File: src/rtl/out_pkg.sv
// Shared types and defaults for the OUT-port drain stage.
//   out_state_t : drain sequencer states
//   OUT_DEPTH   : default queue depth (power of two, >= 2)
//   OUT_W       : default data width
package out_pkg;

  typedef enum logic [1:0] {
    RUN,
    DRAIN,
    HALTED
  } out_state_t;

  localparam int unsigned OUT_DEPTH = 4;
  localparam int unsigned OUT_W     = 16;

endpackage

File: src/rtl/out_buffer_if.sv
// Valid/ready handshake toward the external display/serial sink.
//   out_valid : head entry is valid        (master -> slave)
//   out_data  : head entry                 (master -> slave)
//   out_ready : sink accepts the head      (slave  -> master)
interface out_buffer_if #(
  parameter int unsigned W = out_pkg::OUT_W
) ();

  logic         out_valid;
  logic [W-1:0] out_data;
  logic         out_ready;

  modport master (output out_valid, output out_data, input out_ready);
  modport slave  (input out_valid, input out_data, output out_ready);

endinterface

File: src/rtl/out_fifo.sv
// Synchronous circular-buffer FIFO. Storage is not reset; only pointers and
// occupancy are.
//   clk, reset : clock, async active-high reset
//   push, din  : write request and data (ignored while full)
//   pop        : read request (ignored while empty)
//   full, empty, count : occupancy status
//   head       : entry at the read pointer
module out_fifo import out_pkg::*; #(
  parameter int unsigned DEPTH = OUT_DEPTH,
  parameter int unsigned W     = OUT_W
) (
  input  logic                   clk,
  input  logic                   reset,
  input  logic                   push,
  input  logic                   pop,
  input  logic [W-1:0]           din,
  output logic                   full,
  output logic                   empty,
  output logic [$clog2(DEPTH):0] count,
  output logic [W-1:0]           head
);

  localparam int unsigned PW = $clog2(DEPTH);
  localparam int unsigned CW = PW + 1;

  logic [W-1:0]  mem [DEPTH];
  logic [PW-1:0] wr_ptr;
  logic [PW-1:0] rd_ptr;
  logic          do_push;
  logic          do_pop;

  assign do_push = push & ~full;
  assign do_pop  = pop & ~empty;

  assign full  = (count == CW'(DEPTH));
  assign empty = (count == '0);
  assign head  = mem[rd_ptr];

  // Pointers wrap naturally because DEPTH is a power of two.
  always_ff @(posedge clk or posedge reset) begin
    if (reset) begin
      wr_ptr <= '0;
      rd_ptr <= '0;
      count  <= '0;
    end else begin
      if (do_push) wr_ptr <= wr_ptr + PW'(1);
      if (do_pop)  rd_ptr <= rd_ptr + PW'(1);
      case ({do_push, do_pop})
        2'b10:   count <= count + CW'(1);
        2'b01:   count <= count - CW'(1);
        default: count <= count;
      endcase
    end
  end

  // Data storage, intentionally without reset.
  always_ff @(posedge clk) begin
    if (do_push) mem[wr_ptr] <= din;
  end

endmodule

File: src/rtl/out_buffer.sv
// OUT-instruction drain stage: queues committed OUT operands, drains them to
// the external sink, back-pressures the pipeline when full, and sequences HLT
// so halted is reported only after the queue has emptied.
//   clk, reset  : core clock, async active-high reset
//   out_en_ex   : OUT instruction in EX
//   out_dat_ex  : forwarded OUT operand
//   adv_ex      : EX instruction commits this cycle
//   is_halt_ex  : HLT instruction in EX
//   out_stall   : hold ID/EX and upstream stages
//   sink        : valid/ready port toward the display/serial sink
//   halted      : HLT committed and queue drained (sticky until reset)
//   count       : current queue occupancy
module out_buffer import out_pkg::*; #(
  parameter int unsigned DEPTH = OUT_DEPTH,
  parameter int unsigned W     = OUT_W
) (
  input  logic                   clk,
  input  logic                   reset,
  input  logic                   out_en_ex,
  input  logic [W-1:0]           out_dat_ex,
  input  logic                   adv_ex,
  input  logic                   is_halt_ex,
  output logic                   out_stall,
  out_buffer_if.master           sink,
  output logic                   halted,
  output logic [$clog2(DEPTH):0] count
);

  localparam int unsigned CW = $clog2(DEPTH) + 1;

  out_state_t    state;
  out_state_t    state_next;
  logic          full;
  logic          empty;
  logic          push;
  logic          pop;
  logic          valid;
  logic          halt_commit;
  logic          last_pop;
  logic [W-1:0]  head;
  logic [CW-1:0] fifo_count;

  out_fifo #(.DEPTH(DEPTH), .W(W)) u_fifo (
    .clk   (clk),
    .reset (reset),
    .push  (push),
    .pop   (pop),
    .din   (out_dat_ex),
    .full  (full),
    .empty (empty),
    .count (fifo_count),
    .head  (head)
  );

  // A concurrent HLT wins over OUT; nothing is accepted once draining starts.
  assign halt_commit = is_halt_ex & adv_ex;
  assign push        = out_en_ex & adv_ex & ~full & ~is_halt_ex & (state == RUN);
  assign valid       = ~empty & (state != HALTED);
  assign pop         = valid & sink.out_ready;
  // Pushes are blocked whenever this matters, so a pop at 1 empties the queue.
  assign last_pop    = pop & (fifo_count == CW'(1));

  assign sink.out_valid = valid;
  assign sink.out_data  = valid ? head : '0;
  assign out_stall      = out_en_ex & full;
  assign halted         = (state == HALTED);
  assign count          = fifo_count;

  always_ff @(posedge clk or posedge reset) begin
    if (reset) state <= RUN;
    else       state <= state_next;
  end

  // Drain sequencer: halted follows the cycle in which the queue becomes empty.
  always_comb begin
    state_next = state;
    unique case (state)
      RUN: begin
        if (halt_commit) state_next = (empty | last_pop) ? HALTED : DRAIN;
      end
      DRAIN: begin
        if (empty | last_pop) state_next = HALTED;
      end
      HALTED:  state_next = HALTED;
      default: state_next = RUN;
    endcase
  end

endmodule

File: src/flat_wrapper.sv
// flat-port wrapper written by rule: the top's interface ports become plain ports
module out_buffer_flat import out_pkg::*;
#(
  parameter int unsigned DEPTH = OUT_DEPTH,
  parameter int unsigned W     = OUT_W
)
  (clk, reset, out_en_ex, out_dat_ex, adv_ex, is_halt_ex, out_stall, halted, count, sink_out_valid, sink_out_data, sink_out_ready);
  out_buffer_if #(.W(W)) sink_i ();
  input  logic clk;
  input  logic reset;
  input  logic out_en_ex;
  input  logic [W-1:0] out_dat_ex;
  input  logic adv_ex;
  input  logic is_halt_ex;
  output logic out_stall;
  output logic halted;
  output logic [$clog2(DEPTH):0] count;
  output wire logic [$bits(sink_i.out_valid)-1:0] sink_out_valid;
  output wire logic [$bits(sink_i.out_data)-1:0] sink_out_data;
  input wire logic [$bits(sink_i.out_ready)-1:0] sink_out_ready;
  assign sink_out_valid = sink_i.out_valid;
  assign sink_out_data = sink_i.out_data;
  assign sink_i.out_ready = sink_out_ready;
  out_buffer #(.DEPTH(DEPTH), .W(W)) u_core (.clk(clk), .reset(reset), .out_en_ex(out_en_ex), .out_dat_ex(out_dat_ex), .adv_ex(adv_ex), .is_halt_ex(is_halt_ex), .out_stall(out_stall), .sink(sink_i), .halted(halted), .count(count));
endmodule
File: config.mk
export PLATFORM = sky130hd
export DESIGN_NAME = out_buffer_flat
export DESIGN_NICKNAME = d
export VERILOG_FILES = /design/src/rtl/out_pkg.sv /design/src/rtl/out_buffer_if.sv /design/src/rtl/out_fifo.sv /design/src/rtl/out_buffer.sv /design/src/flat_wrapper.sv
export SDC_FILE = /design/constraint.sdc
export NUM_CORES = 1
export LEC_CHECK = 0
export ABC_CLOCK_PERIOD_IN_PS = 2500
export CAP_MARGIN = 40
export CORE_ASPECT_RATIO = 2
export CORE_MARGIN = 3
export CORE_UTILIZATION = 55
export CTS_BUF_LIST = sky130_fd_sc_hd__clkbuf_4 sky130_fd_sc_hd__clkbuf_8
export CTS_CLUSTER_SIZE = 16
export DETAILED_ROUTE_END_ITERATION = 10
export MAX_ROUTING_LAYER = met4
export PLACE_DENSITY = 0.8
export SETUP_SLACK_MARGIN = 0.3
export SYNTH_ARGS = -nofsm -noshare
export SYNTH_HDL_FRONTEND = slang
export SYNTH_HIERARCHICAL = 1
export SYNTH_SLANG_ARGS = --single-unit
export TNS_END_PERCENT = 10
File: constraint.sdc
create_clock -name clk -period 2.5 [get_ports clk]
set_input_delay 0.5 -clock clk [delete_from_list [all_inputs] [get_ports clk]]
set_output_delay 0.5 -clock clk [all_outputs]
set_load 0.005 [all_outputs]
==> impl_results.md, run 1 <==
* Footprint of the flip-flops and latches at 0.00215 mm²
* Count of mapped cells out of synthesis at 166
* Largest fanout of any net on the critical path at 8
* Kind of launch point of the worst setup path: register
* Number of antenna violations at the first check in global routing at 0
* Post-synthesis mux area share at 13.9%
* Run status: finished, final reports clean
* Overflow left after global routing at 0
* Post-Synthesis Mean Instance Area at 18.8 µm²
* Worst ir drop on vdd at 0.000853 V
* Crit path capture type: output pin
* Syn nets at 198
* Class of the tightest hold or removal check: input port to async pin
* Total length of routed wires at 6310 µm
* Main combinational cell family by area after synthesis: multiplexers
* Count of distinct cell types in the synthesized netlist at 28
* Area growth from synthesis to layout at 28.6%
* Final Wtd Congestion at 0.730
* Number of buffers on the longest clock path at 2
* Synthesized-area fraction occupied by adder cells at 4.26%
* WS Path Type: register to output pin
* Pin count of the biggest net entering global routing at 18
* Drt first-iter violations at 82
* Number of hold violations in the final report at 0
* Number of filler instances in the final layout at 334
* Skew final at 0.00594 ns
* Number of DRC violations after detailed routing at 0
* Cell chosen for the clock root: sky130_fd_sc_hd__clkbuf_8
* Core Region at 0.00547 mm²
* Yosys warning total at 6
* Cell Area, Synth at 0.00312 mm²
* NumNets Final at 268
* Max-slew violation total from the final report at 0
* Crit path launch: u_core/u_fifo/rd_ptr[0]
* CP required at 2.00 ns
* Share of synthesized cell area in and, or, nand and nor gates at 7.71%
* Number of input and output port buffers inserted at 43
* Number of rows created at floorplan at 38
* PwrDens at 1120 mW/mm²
* Final core occ at 73.3%
* Tcrit/Tclk final at 95.9%
* TritonRoute pass-1 iters at 4
* Worst-case headroom to the max-slew limit at 76.5%
* Total number of vias at 1700
* Fraction of the mapped netlist area in compound gates at 0.843%
* Antenna Nets Post-Route at 0
* WL per Instance at 21.0 µm
* Top Ports at 44
* Starting density of the core at 57.0%
* Clock-pin slew reported for the worst setup and hold paths after clock tree synthesis at 0.07 ns
* Setup repair after global routing missed its margin: yes
* Chip width at 59.2 µm
* Die Outline Area at 0.00666 mm²
* Gr usage total at 23.0%
* Sinks on the clock net at 73
* Antenna diodes at 0
* Number of global-route vias before repair at 2001
* Wire length of the first global-routing pass at 10300 µm
* Total of hold buffers inserted after clock tree synthesis at 0
* Insertion delay of the later-clocked pin in the worst-skew pair at 0.35 ns
* Area occupied by multi-input gates at 907 µm²
* Maximum operating frequency at 0.417 GHz
* Leakage component of the power at 1.48 nW
* Dpl hpwl at 3890 µm
* TritonCTS clock tree: built
* Total of flip-flops plus latches after synthesis at 73
* Htree depth at 3
* XOR/XNOR Fraction of Synth Area at 1.69%
* Floorplan die height at 112 µm
* Ratio of routed vias to standard cells at 5.65
* Fraction of final layout cells with drive strength greater than 1 at 36.1%
* Inserted Clock Buffers at 9
* Slew at the pin closest to its max-slew limit at 0.352 ns
* Clock period minus worst slack at 2.40 ns
* Maxcap violations at 0
* Seq/Total Area, Yosys at 68.9%
* Final setup violation count at 0
* Final setup TNS at 0 ns
* Arrival time of the worst setup path at 1.90 ns
* R2r startpoint: u_core/u_fifo/count[1]
* Power, Total at 0.00450 W
[metrics by stage]
| step | std cells | instance area, µm² | setup WS, ns | hold slack [ns] |
|---|---|---|---|---|
| 4_1_cts | 299 | 3950 | 0.0790 | 0.323 |
| 2_1_floorplan | 166 | 3120 | 0.315 | 0.241 |
| 3_5_place_dp | 271 | 3660 | 0.0198 | 0.586 |
| 5_1_grt | 301 | 4010 | 0.0428 | 0.343 |
| 6_report | 301 | 4010 | 0.103 | 0.333 |
| 3_3_place_gp | 271 | 3660 | 0.134 | 0.532 |
[cells by family (layout without fill, tap and decap cells)]
family | count (synthesis) | after routing
flip-flops | 73 | 73
AND/OR/NAND/NOR | 38 | 38
multiplexers | 20 | 20
buffers and inverters | 15 | 90
adder cells (fa/ha/maj) | 10 | 10
XOR/XNOR | 6 | 6
AO/OA/AOI/OAI | 4 | 4
[where the power goes]
part           switching (W)  total (W)  internal (W)
Sequential          0.000135    0.00158       0.00145
Combinational       0.000793    0.00204       0.00125
Clock               0.000411   0.000875      0.000464
[placed cells by master, fill, tap and decap left out, types with 2 or more instances in the layout]
cell type / count
sky130_fd_sc_hd__and2_4: 11
sky130_fd_sc_hd__mux4_2: 16
sky130_fd_sc_hd__clkinvlp_4: 2
sky130_fd_sc_hd__ha_2: 2
sky130_fd_sc_hd__ha_1: 7
sky130_fd_sc_hd__edfxtp_1: 64
sky130_fd_sc_hd__mux2i_1: 2
sky130_fd_sc_hd__clkdlybuf4s15_1: 3
sky130_fd_sc_hd__dfrtp_2: 4
sky130_fd_sc_hd__xor2_1: 3
sky130_fd_sc_hd__inv_1: 10
sky130_fd_sc_hd__o21ai_1: 2
sky130_fd_sc_hd__nand2_1: 3
sky130_fd_sc_hd__xnor2_1: 3
sky130_fd_sc_hd__buf_4: 10
sky130_fd_sc_hd__clkinv_2: 2
sky130_fd_sc_hd__buf_6: 11
sky130_fd_sc_hd__clkbuf_8: 9
sky130_fd_sc_hd__buf_12: 2
sky130_fd_sc_hd__or4b_1: 2
sky130_fd_sc_hd__clkdlybuf4s50_1: 27
sky130_fd_sc_hd__and2_1: 12
sky130_fd_sc_hd__nor2_1: 2
sky130_fd_sc_hd__buf_2: 8
sky130_fd_sc_hd__buf_16: 2
sky130_fd_sc_hd__dfrtp_1: 5
[registers in the layout, summed over array words and instances, names as in the netlist]
name	cells
u_core/u_fifo/mem	64
u_core/u_fifo/count	3
u_core/state	2
u_core/u_fifo/rd_ptr	2
u_core/u_fifo/wr_ptr	2
[synth_stat cells]
| cell | n | area [µm²] |
|---|---|---|
| sky130_fd_sc_hd__dfrtp_1 | 9 | 225 |
| sky130_fd_sc_hd__nor2b_2 | 1 | 8.76 |
| sky130_fd_sc_hd__edfxtp_1 | 64 | 1920 |
| sky130_fd_sc_hd__nand2_1 | 3 | 11.3 |
| sky130_fd_sc_hd__mux4_2 | 8 | 180 |
| sky130_fd_sc_hd__o21ai_1 | 2 | 10.0 |
| sky130_fd_sc_hd__xor2_1 | 3 | 26.3 |
| sky130_fd_sc_hd__inv_1 | 10 | 37.5 |
| sky130_fd_sc_hd__fa_1 | 1 | 20.0 |
| sky130_fd_sc_hd__nand4b_1 | 1 | 8.76 |
| sky130_fd_sc_hd__buf_6 | 1 | 11.3 |
| sky130_fd_sc_hd__nand3b_1 | 1 | 7.51 |
| sky130_fd_sc_hd__nor3b_2 | 1 | 12.5 |
| sky130_fd_sc_hd__mux2_1 | 1 | 11.3 |
| sky130_fd_sc_hd__buf_2 | 3 | 15.0 |
| sky130_fd_sc_hd__ha_1 | 9 | 113 |
| sky130_fd_sc_hd__o31a_1 | 1 | 8.76 |
| sky130_fd_sc_hd__nor3_1 | 2 | 10.0 |
| sky130_fd_sc_hd__mux4_1 | 8 | 210 |
| sky130_fd_sc_hd__nand2b_1 | 1 | 6.26 |
| sky130_fd_sc_hd__xnor2_1 | 3 | 26.3 |
| sky130_fd_sc_hd__or4b_1 | 2 | 20.0 |
| sky130_fd_sc_hd__and2_1 | 23 | 144 |
| sky130_fd_sc_hd__buf_12 | 1 | 20.0 |
| sky130_fd_sc_hd__mux2i_1 | 2 | 20.0 |
| sky130_fd_sc_hd__mux2_2 | 1 | 11.3 |
| sky130_fd_sc_hd__nor2_1 | 3 | 11.3 |
| sky130_fd_sc_hd__o21bai_1 | 1 | 7.51 |
[critical path: stages (launching register included)]
cell and delay (ns):
sky130_fd_sc_hd__dfrtp_2 0.44, sky130_fd_sc_hd__buf_6 0.11, sky130_fd_sc_hd__buf_6 0.09, sky130_fd_sc_hd__buf_16 0.13, sky130_fd_sc_hd__mux4_2 0.50, sky130_fd_sc_hd__and2_4 0.16, sky130_fd_sc_hd__buf_6 0.11
[timing repair]
| action | CTS | global route |
|---|---|---|
| setup endpoints to repair | 20 | 20 |
| hold endpoints to repair | 0 | 0 |
| cloned | 2 | 0 |
| gates resized for setup | 85 | 11 |
| buffers inserted | 10 | 2 |
| pin swaps | 11 | 7 |
[routing by layer]
layer | track usage (%) | wire length, µm | part of all wire, % | vias to the layer above
met5 | - | 0 | 0 | -
met4 | 12.7 | 255 | 4.0 | 0
met3 | 5.41 | 237 | 3.8 | 19
met2 | 38.5 | 3680 | 58 | 56
met1 | 23.8 | 2130 | 34 | 860
li1 | - | - | - | 765
[path summary, 6_finish.rpt]
check / to / slack (ns) / cells past startpoint
setup reg to reg: u_core/u_fifo/count[2] / 0.16 / 11
setup / recovery: sink_out_data[2] / 0.10 / 6
hold reg to reg: u_core/u_fifo/count[2] / 0.59 / 1
min in group clk: u_core/u_fifo/count[2] / 0.59 / 1
max in group asynchronous: u_core/u_fifo/rd_ptr[0] / 1.78 / 2
hold / removal: u_core/state[1] / 0.33 / 2
[cell type report]
class,instances,share of cell area [%]
timing repair buffer,64,16.1
clock buffer,10,3.28
sequential,73,53.7
multi-input combinational,78,22.6
inverter,10,0.937
clock inverter,6,1.47
tap,60,1.87
Note: power is estimated with default switching activity, not from simulation.
==> run 2, diff against run 1 <==
--- a/config.mk
+++ b/config.mk
@@ -5,17 +5,16 @@
 export SDC_FILE = /design/constraint.sdc
 export NUM_CORES = 1
 export LEC_CHECK = 0
-export ABC_CLOCK_PERIOD_IN_PS = 2500
+export ABC_CLOCK_PERIOD_IN_PS = 2680
 export CAP_MARGIN = 40
 export CORE_ASPECT_RATIO = 2
 export CORE_MARGIN = 3
 export CORE_UTILIZATION = 55
 export CTS_BUF_LIST = sky130_fd_sc_hd__clkbuf_4 sky130_fd_sc_hd__clkbuf_8
-export CTS_CLUSTER_SIZE = 16
 export DETAILED_ROUTE_END_ITERATION = 10
 export MAX_ROUTING_LAYER = met4
 export PLACE_DENSITY = 0.8
-export SETUP_SLACK_MARGIN = 0.3
+export SETUP_SLACK_MARGIN = 0.4
 export SYNTH_ARGS = -nofsm -noshare
 export SYNTH_HDL_FRONTEND = slang
 export SYNTH_HIERARCHICAL = 1
==> constraint.sdc (replaced) <==
create_clock -name clk -period 2.68 [get_ports clk]
set_input_delay 0.536 -clock clk [delete_from_list [all_inputs] [get_ports clk]]
set_output_delay 0.536 -clock clk [all_outputs]
set_load 0.005 [all_outputs]
==> run 2 against run 1 <==
Net effect: die area did not move; critical endpoint is now sink_out_data[11]; power rose by 1.2%; sequential cell count did not move; first-iteration DRC count rose by 23%; critical path type unchanged; clock power rose by 27%; combinational power fell by 4%; sequential power fell by 6%; highest routed layer unchanged; cell count rose by 1.0%; critical path depth fell by 1; hold slack improved by 0.063 ns.
==> impl_results.md, run 2 (synthesized netlist as in run 1, its figures left out) <==
* Worst ir drop on vdd at 0.00124 V (+46%)
* Total of hold buffers inserted after clock tree synthesis at 0 (unchanged)
* Final setup violation count at 0 (unchanged)
* Total non-filler cell area in the finished layout at 0.00409 mm² (+2.1%)
* Antenna diodes at 0 (unchanged)
* Slew at the pin closest to its max-slew limit at 0.303 ns (-0.0488 ns)
* WS Path Type: register to output pin
* Sinks on the clock net at 73 (unchanged)
* Footprint of the flip-flops and latches at 0.00215 mm² (unchanged)
* Run status: finished, final reports clean
* Area occupied by multi-input gates at 920 µm² (+1.4%)
* Clock-pin slew reported for the worst setup and hold paths after clock tree synthesis at 0.07 ns (about the same)
* Area growth from synthesis to layout at 31.3%
* NumNets Final at 271 (+1.1%)
* Number of filler instances in the final layout at 332 (-0.60%)
* Insertion delay of the later-clocked pin in the worst-skew pair at 0.34 ns (about the same)
* CP required at 2.14 ns (+0.14 ns)
* Worst path buffer plus inverter count at 3 (-1)
* Setup repair after global routing missed its margin: yes
* Final setup TNS at 0 ns (unchanged)
* Max reg flops at 64 (unchanged)
* Final Wtd Congestion at 0.727 (-0.36%)
* Kind of launch point of the worst setup path: register
* Largest incremental delay on the critical path at 0.49 ns (about the same)
* Ratio of routed vias to standard cells at 5.72 (+1.3%)
* Tcrit/Tclk final at 88.7%
* R2r startpoint: u_core/state[0]
* Top Ports at 44 (unchanged)
* Dpl hpwl at 4180 µm (+7.4%)
* Total length of routed wires at 6760 µm (+7.2%)
* Maximum operating frequency at 0.421 GHz
* Die Outline Area at 0.00666 mm² (unchanged)
* Most frequent cells in the layout: 64 x sky130_fd_sc_hd__edfxtp_1, 26 x sky130_fd_sc_hd__clkdlybuf4s50_1, 16 x sky130_fd_sc_hd__buf_4, 16 x sky130_fd_sc_hd__mux4_2, 12 x sky130_fd_sc_hd__and2_4
* Placement Cell Area at 0.00364 mm² (-0.55%)
* Largest fanout of any net on the critical path at 5 (-3)
* Maxcap violations at 0 (unchanged)
* Number of buffers on the longest clock path at 2 (unchanged)
* Crit path capture type: output pin
* Critical-path cell list: buf_12 -> buf_4 -> mux4_2 -> and2_4 -> buf_2
* Total number of vias at 1739 (+2.3%)
* FF-to-FF End: u_core/u_fifo/count[2]
* TritonRoute pass-1 iters at 4 (unchanged)
* Arrival time of the worst setup path at 1.84 ns (-0.06 ns)
* Most flop-heavy register: u_core/u_fifo/mem
* TritonCTS clock tree: built
* Antenna Nets Post-Route at 0 (unchanged)
* Register-to-Register Setup Slack at 0.33 ns (+0.17 ns)
* Clock period minus worst slack at 2.38 ns
* Wire length of the first global-routing pass at 10700 µm (+3.9%)
* Worst R2R Path Depth at 11 (unchanged)
* Skew final at 0.00748 ns (+0.00153 ns)
* PwrDens at 1110 mW/mm² (-0.84%)
* Cell chosen for the clock root: sky130_fd_sc_hd__clkbuf_8
* Class of the tightest hold or removal check: input port to async pin
* Pin count of the biggest net entering global routing at 18 (unchanged)
* Critical path's top delay family: multiplexers
* Overflow left after global routing at 0 (unchanged)
* Master of the slowest instance on the critical path: sky130_fd_sc_hd__mux4_2
* Worst-case headroom to the max-slew limit at 79.8% (+3.3 points)
* Inserted Clock Buffers at 9 (unchanged)
* Gr usage total at 23.8% (+0.78 points)
* WL per Instance at 22.2 µm (+6.2%)
* Most frequent standard cell in the layout excluding fill and tap cells: sky130_fd_sc_hd__edfxtp_1
* Htree depth at 3 (unchanged)
* Chip width at 59.2 µm (unchanged)
* Floorplan die height at 112 µm (unchanged)
* Starting density of the core at 57.0% (unchanged)
* Leading registers by flop count: u_core/u_fifo/mem: 64 flops, u_core/u_fifo/count: 3 flops
* Number of DRC violations after detailed routing at 0 (unchanged)
* Number of input and output port buffers inserted at 43 (unchanged)
* Number of antenna violations at the first check in global routing at 0 (unchanged)
* Leakage component of the power at 1.54 nW (+4.1%)
* Fraction of final layout cells with drive strength greater than 1 at 38.1% (+2.0 points)
* Number of rows created at floorplan at 38 (unchanged)
* Core Region at 0.00547 mm² (unchanged)
* Drt first-iter violations at 101 (+23%)
* Number of global-route vias before repair at 2020 (+0.95%)
* Max-slew violation total from the final report at 0 (unchanged)
* Number of hold violations in the final report at 0 (unchanged)
[run 2: cell count changes in the layout (fill, tap and decap cells not counted), moves of 2 or more]
| cell | previous run | this run |
|---|---|---|
| sky130_fd_sc_hd__clkbuf_2 | 0 | 3 |
| sky130_fd_sc_hd__buf_6 | 11 | 7 |
| sky130_fd_sc_hd__clkinv_2 | 2 | 0 |
| sky130_fd_sc_hd__bufinv_16 | 1 | 4 |
| sky130_fd_sc_hd__buf_4 | 10 | 16 |
[run 2: where the power goes]
group          switching [W]  internal (W)  total [W]  leakage, nW
clock               0.000376      0.000734    0.00111        0.131
combinational       0.000791       0.00117    0.00196        0.731
sequential          0.000128       0.00135    0.00148        0.678
total                0.00129       0.00326    0.00455         1.54
[run 2: per-layer routing]
layer	up-vias	wire (µm)	track usage, %
met2	62	3870	39.5
li1	772	-	-
met4	0	286	12.1
met1	876	2340	25.0
met5	-	0	-
met3	29	268	6.21
[run 2: stage by stage]
| stage | setup slack (ns) | util [%] | total power (W) | hold slack [ns] | instances |
|---|---|---|---|---|---|
| 4_1_cts | 0.243 | 72.9 | 0.00440 | 0.379 | 296 |
| 2_1_floorplan | 0.404 | - | 0.00232 | 0.277 | 166 |
| 3_3_place_gp | 0.274 | 66.6 | 0.00291 | 0.530 | 271 |
| 5_1_grt | 0.220 | 74.8 | 0.00479 | 0.397 | 304 |
| 6_report | 0.304 | 74.8 | 0.00455 | 0.396 | 304 |
| 3_5_place_dp | 0.0502 | 66.6 | 0.00304 | 0.590 | 271 |
[run 2: worst max-delay path by stage]
| stage | slack [ns] | endpoint | depth (start not counted) | start |
|---|---|---|---|---|
| 2_1_floorplan | 0.40 | u_core/u_fifo/count[2] | 11 | u_core/state[0] |
| 3_3_place_gp | 0.27 | u_core/u_fifo/count[2] | 11 | adv_ex |
| 3_5_place_dp | 0.05 | u_core/u_fifo/count[2] | 11 | adv_ex |
| 4_1_cts | 0.24 | sink_out_data[5] | 5 | u_core/u_fifo/rd_ptr[0] |
| 5_1_grt | 0.22 | u_core/u_fifo/count[2] | 11 | u_core/state[0] |
| 6_report | 0.30 | sink_out_data[11] | 5 | u_core/u_fifo/rd_ptr[0] |
[run 2: final cells by class]
class                           count  area share [%]
Tap cell                           60            1.84
Timing Repair Buffer               67            15.6
Clock inverter                      5            3.12
Multi-Input combinational cell     78            22.5
Sequential cell                    73            52.6
Inverter                           10           0.918
Clock buffer                       11            3.40
[run 2: what timing repair did]
item                                    CTS  global route
hold endpoints to repair                  0             0
gates resized for setup                  80            21
endpoints found under the setup margin   20            20
pin swaps                                11            13
setup buffers                             6             8
cloned                                    3             0
==> run 3, diff against run 2 <==
--- a/config.mk
+++ b/config.mk
@@ -9,11 +9,10 @@
 export CAP_MARGIN = 40
 export CORE_ASPECT_RATIO = 2
 export CORE_MARGIN = 3
-export CORE_UTILIZATION = 55
+export CORE_UTILIZATION = 30
 export CTS_BUF_LIST = sky130_fd_sc_hd__clkbuf_4 sky130_fd_sc_hd__clkbuf_8
 export DETAILED_ROUTE_END_ITERATION = 10
 export MAX_ROUTING_LAYER = met4
-export PLACE_DENSITY = 0.8
 export SETUP_SLACK_MARGIN = 0.4
 export SYNTH_ARGS = -nofsm -noshare
 export SYNTH_HDL_FRONTEND = slang
==> run 3 against run 2 <==
Net effect: utilization fell by 34 points; clock power fell by 25%; largest power group unchanged; clock skew fell by 0.0043 ns; power fell by 10%; largest cell class unchanged; sequential cell count did not move; register-to-register slack improved by 0.02 ns; sequential share of layout area fell by 0.19 points; sequential power barely moved.
==> impl_results.md, run 3 (synthesized netlist as in run 1, its figures left out) <==
* Kind of launch point of the worst setup path: register
* Chip width at 78.1 µm (+32%)
* Dpl hpwl at 3890 µm (-7.0%)
* Pre-CTS WS at 0.199 ns (+0.149 ns)
* Cell repeated most along the worst path: sky130_fd_sc_hd__buf_6
* Most frequent cells in the layout: 64 x sky130_fd_sc_hd__edfxtp_1, 27 x sky130_fd_sc_hd__clkdlybuf4s50_1, 18 x sky130_fd_sc_hd__and2_1
* Gr usage total at 12.0% (-12 points)
* Max reg flops at 64 (unchanged)
* Pin count of the biggest net entering global routing at 18 (unchanged)
* Overflow left after global routing at 0 (unchanged)
* Crit path capture type: output pin
* Met2 track demand over resource in global routing at 21.8% (-18 points)
* Worst ir drop on vdd at 0.000475 V (-62%)
* Floorplan die height at 150 µm (+34%)
* Worst-case headroom to the max-slew limit at 81.0% (+1.2 points)
* Class of the tightest hold or removal check: input port to async pin
* Insertion delay of the later-clocked pin in the worst-skew pair at 0.35 ns (about the same)
* Sinks on the clock net at 73 (unchanged)
* Final setup violation count at 0 (unchanged)
* Final core occ at 40.4% (-34 points)
* WL per Instance at 16.6 µm (-25%)
* Number of filler instances in the final layout at 959 (+190%)
* Maximum operating frequency at 0.411 GHz (-2.3%)
* Number of antenna violations at the first check in global routing at 0 (unchanged)
* Largest incremental delay on the critical path at 0.51 ns (+0.02 ns)
* Number of input and output port buffers inserted at 43 (unchanged)
* Critical-path cell list: buf_6 -> buf_16 -> buf_12 -> mux4_2 -> and2_4 -> buf_6
* TritonCTS clock tree: built
* Total length of routed wires at 6230 µm (-7.9%)
* Crit path launch: u_core/u_fifo/rd_ptr[0]
* Number of buffers on the longest clock path at 2 (unchanged)
* Slew at the pin closest to its max-slew limit at 0.284 ns (-0.0185 ns)
* PwrDens at 998 mW/mm² (-10%)
* Skew final at 0.00322 ns (-0.00425 ns)
* Antenna Nets Post-Route at 0 (unchanged)
* Leading registers by flop count: u_core/u_fifo/mem: 64 flops, u_core/u_fifo/count: 3 flops
* Most frequent standard cell in the layout excluding fill and tap cells: sky130_fd_sc_hd__edfxtp_1
* Most utilized layer in the global route result: met2
* Final Wtd Congestion at 0.748 (+2.9%)
* Run status: finished, final reports clean
* Cell chosen for the clock root: sky130_fd_sc_hd__clkbuf_8
* Core Region at 0.0101 mm² (+86%)
* Area occupied by multi-input gates at 925 µm² (+0.54%)
* CP required at 2.14 ns (about the same)
* Antenna diodes at 0 (unchanged)
* WS Path Type: register to output pin
* Number of DRC violations after detailed routing at 0 (unchanged)
* Inserted Clock Buffers at 9 (unchanged)
* Top Ports at 44 (unchanged)
* Met1 track demand over resource in global routing at 11.5% (-13 points)
* Fraction of final layout cells with drive strength greater than 1 at 26.3% (-12 points)
* Ratio of routed vias to standard cells at 4.41 (-23%)
* NumNets Final at 267 (-1.5%)
* TritonRoute pass-1 iters at 3 (-1)
* Footprint of the flip-flops and latches at 0.00215 mm² (-0.12%)
* Most flop-heavy register: u_core/u_fifo/mem
* Htree depth at 3 (unchanged)
* Number of global-route vias before repair at 1779 (-12%)
* Placement Cell Area at 0.00375 mm² (+3.0%)
* Number of hold violations in the final report at 0 (unchanged)
* Die Outline Area at 0.0117 mm² (+76%)
* Setup repair after global routing missed its margin: yes
* Leakage component of the power at 1.51 nW (-2.0%)
* Final setup TNS at 0 ns (unchanged)
* Max-slew violation total from the final report at 0 (unchanged)
* Largest fanout of any net on the critical path at 5 (unchanged)
* Met3 Resource Use GR at 1.98% (-4.2 points)
* Total non-filler cell area in the finished layout at 0.00410 mm² (+0.24%)
* Setup slack of the critical path after layout at 0.247 ns (-0.0568 ns)
* Maxcap violations at 0 (unchanged)
* Tcrit/Tclk final at 90.8% (+2.1 points)
* Drt first-iter violations at 69 (-32%)
* Arrival time of the worst setup path at 1.90 ns (+0.06 ns)
* R2r startpoint: u_core/u_fifo/count[0]
* Total number of vias at 1655 (-4.8%)
* Clock-pin slew reported for the worst setup and hold paths after clock tree synthesis at 0.07 ns (about the same)
* Starting density of the core at 30.7% (-26 points)
* Wire length of the first global-routing pass at 9780 µm (-8.9%)
* Area growth from synthesis to layout at 31.6%
* Master of the slowest instance on the critical path: sky130_fd_sc_hd__mux4_2
* Clock period minus worst slack at 2.43 ns (+0.0568 ns)
* Number of rows created at floorplan at 52 (+37%)
-- run 3: critical path, delay by kind of cell (launching register included) --
family	cells	cell delay, ns
mux	1	0.51
buf+inv	4	0.45
flops	1	0.42
simple gates	1	0.15
-- run 3: worst paths after layout --
path                                            to  slack, ns  cells past startpoint
setup / recovery                  sink_out_data[8]       0.25                      6
hold / removal                     u_core/state[1]       0.36                      2
setup reg to reg            u_core/u_fifo/count[2]       0.35                     12
hold reg to reg            u_core/u_fifo/wr_ptr[1]       0.58                      1
max in group asynchronous   u_core/u_fifo/count[1]       1.99                      2
min in group clk           u_core/u_fifo/wr_ptr[1]       0.58                      1
-- run 3: layout make-up --
| cell class | count | area share [%] |
|---|---|---|
| clock inverter | 4 | 1.07 |
| tap | 135 | 4.12 |
| sequential | 73 | 52.4 |
| timing repair buffer | 63 | 15.3 |
| multi-input combinational | 78 | 22.6 |
| inverter | 10 | 0.915 |
| clock buffer | 12 | 3.57 |
-- run 3: routing by layer --
metal | up-vias | part of all wire, %
li1 | 773 | -
met1 | 839 | 36
met2 | 30 | 59
met3 | 13 | 2.3
met4 | 0 | 3.5
met5 | - | 0
-- run 3: per-stage QoR --
stage	power, W	cells	hold slack, ns
6_report	0.00409	375	0.362
5_1_grt	0.00434	375	0.362
4_1_cts	0.00411	375	0.349
3_5_place_dp	0.00306	348	0.564
3_3_place_gp	0.00304	348	0.552
2_1_floorplan	0.00232	166	0.277
-- run 3: where the power goes --
group	internal (W)	switching, W	total [W]
clock	0.000455	0.000379	0.000835
sequential	0.00135	0.0000982	0.00145
combinational	0.00108	0.000729	0.00181
total	0.00289	0.00121	0.00409
-- run 3: timing repair --
item | CTS | global route
gates cloned | 3 | 0
pin swaps | 7 | 6
hold buffers | 0 | 0
setup endpoints to repair | 19 | 19
resized for setup | 49 | 10
setup buffers | 8 | 0
==> RTL change, RTL diff (flow settings as in run 1) <==
The 3 states of `out_state_t` get a one-hot encoding in 3 bits.
--- a/src/rtl/out_pkg.sv
+++ b/src/rtl/out_pkg.sv
@@ -4,10 +4,10 @@
 //   OUT_W       : default data width
 package out_pkg;
 
-  typedef enum logic [1:0] {
-    RUN,
-    DRAIN,
-    HALTED
+  typedef enum logic [2:0] {
+    RUN    = 3'b001,
+    DRAIN  = 3'b010,
+    HALTED = 3'b100
   } out_state_t;
 
   localparam int unsigned OUT_DEPTH = 4;
Formal check against the unedited RTL: no difference found for any inputs over 10 cycles, from zero or initial values and one cycle with reset high; not proved beyond that.
==> RTL change against run 1 <==
Routed wire length shrank 5.2%; clock power increased by 11%; cell area rose by 2.2%; setup slack gained 0.032 ns; area after synthesis up 0.72%; via count down 1.8%; clock skew rose by 0.0028 ns; utilization rose by 1.6 points; critical path type unchanged; sequential cell count increased by 1; sequential share of layout area is 0.52 points lower; total power down 2.1%.
==> RTL change: results (changes against run 1) <==
The largest registers in the layout are u_core/u_fifo/mem x64, u_core/state x3, u_core/u_fifo/count x3. The data-path buffer share of cell area in the final layout is 17.6% (+1.5 points), and the share of cell area taken by muxes after synthesis is 13.1% (-0.78 points). By count the netlist is led by edfxtp_1 (64), and2_1 (13), and2_4 (9), dfrtp_1 (9). The total length of routed met2 wires was 3.49 mm (-5.2%); the adder-cell area share of the yosys netlist was 2.63% (-1.6 points). The DRC violation total after the first TritonRoute iteration came out at 98 (+20%). The delay contributed by the slowest stage of the critical path is 0.44 ns (-0.06 ns), and the estimated wirelength of the detail-placed design is 3.92 mm (+0.79%). The total number of vias is 1,669 (-1.8%).

The number of buffers outside the clock class in the layout is 70 (+9.4%). The share of cells above drive strength 1 works out to 39.3% (+3.2 points). Number of filler instances in the final layout: 323 (-3.3%). The run finished with clean final reports.

The largest individual stage delay along the critical path comes from the cell dfrtp_2. The global-route wire length before repair is 9.65 mm (-6.7%). The fraction of area in registers is 53.2% (-0.52 points), and the overall die width is 59.4 um (+0.32%).

The buffer count from post-CTS setup fixing is 7 (-3), and the number of ordinary inverters in the final layout is 8 (-2). The detail-routed via count per cell is 5.53 (-2.1%), and the register bit count reported by yosys is 74 (+1.4%). The tools report the number of nets in the final layout as 265 (-1.1%). The share of cell area taken by multi-input logic gates is 21.4% (-1.3 points).

For the post-cts gate resize count, the log shows 68 (-20%). The run gives 3780 um2 (+3.3%) as the total cell area at the placement stage.
-- RTL change: metal layers --
| metal | vias to the layer above | GRT usage, % |
|---|---|---|
| met5 | - | - |
| met4 | 0 | 9.38 |
| met3 | 9 | 5.82 |
| met2 | 49 | 37.1 |
| met1 | 843 | 21.4 |
| li1 | 768 | - |
-- RTL change: final timing paths --
check	start	slack, ns	cells past startpoint	end
setup / recovery	u_core/u_fifo/rd_ptr[0]	0.14	6	sink_out_data[11]
hold / removal	reset	0.36	2	u_core/state[1]
setup reg to reg	u_core/u_fifo/count[0]	0.20	12	u_core/u_fifo/count[2]
hold reg to reg	u_core/state[2]	0.57	1	u_core/state[1]
max in group asynchronous	reset	1.82	2	u_core/u_fifo/count[1]
min in group clk	u_core/state[2]	0.57	1	u_core/state[1]
-- RTL change: power by group through the flow --
stage	sequential, mW	combinational [mW]	clock [mW]
floorplan	1.58	0.935	0
finish	1.61	1.82	0.974
global route	1.63	1.96	1.06
global placement	1.62	1.55	0
detailed placement	1.63	1.60	0
CTS	1.61	1.77	1.00
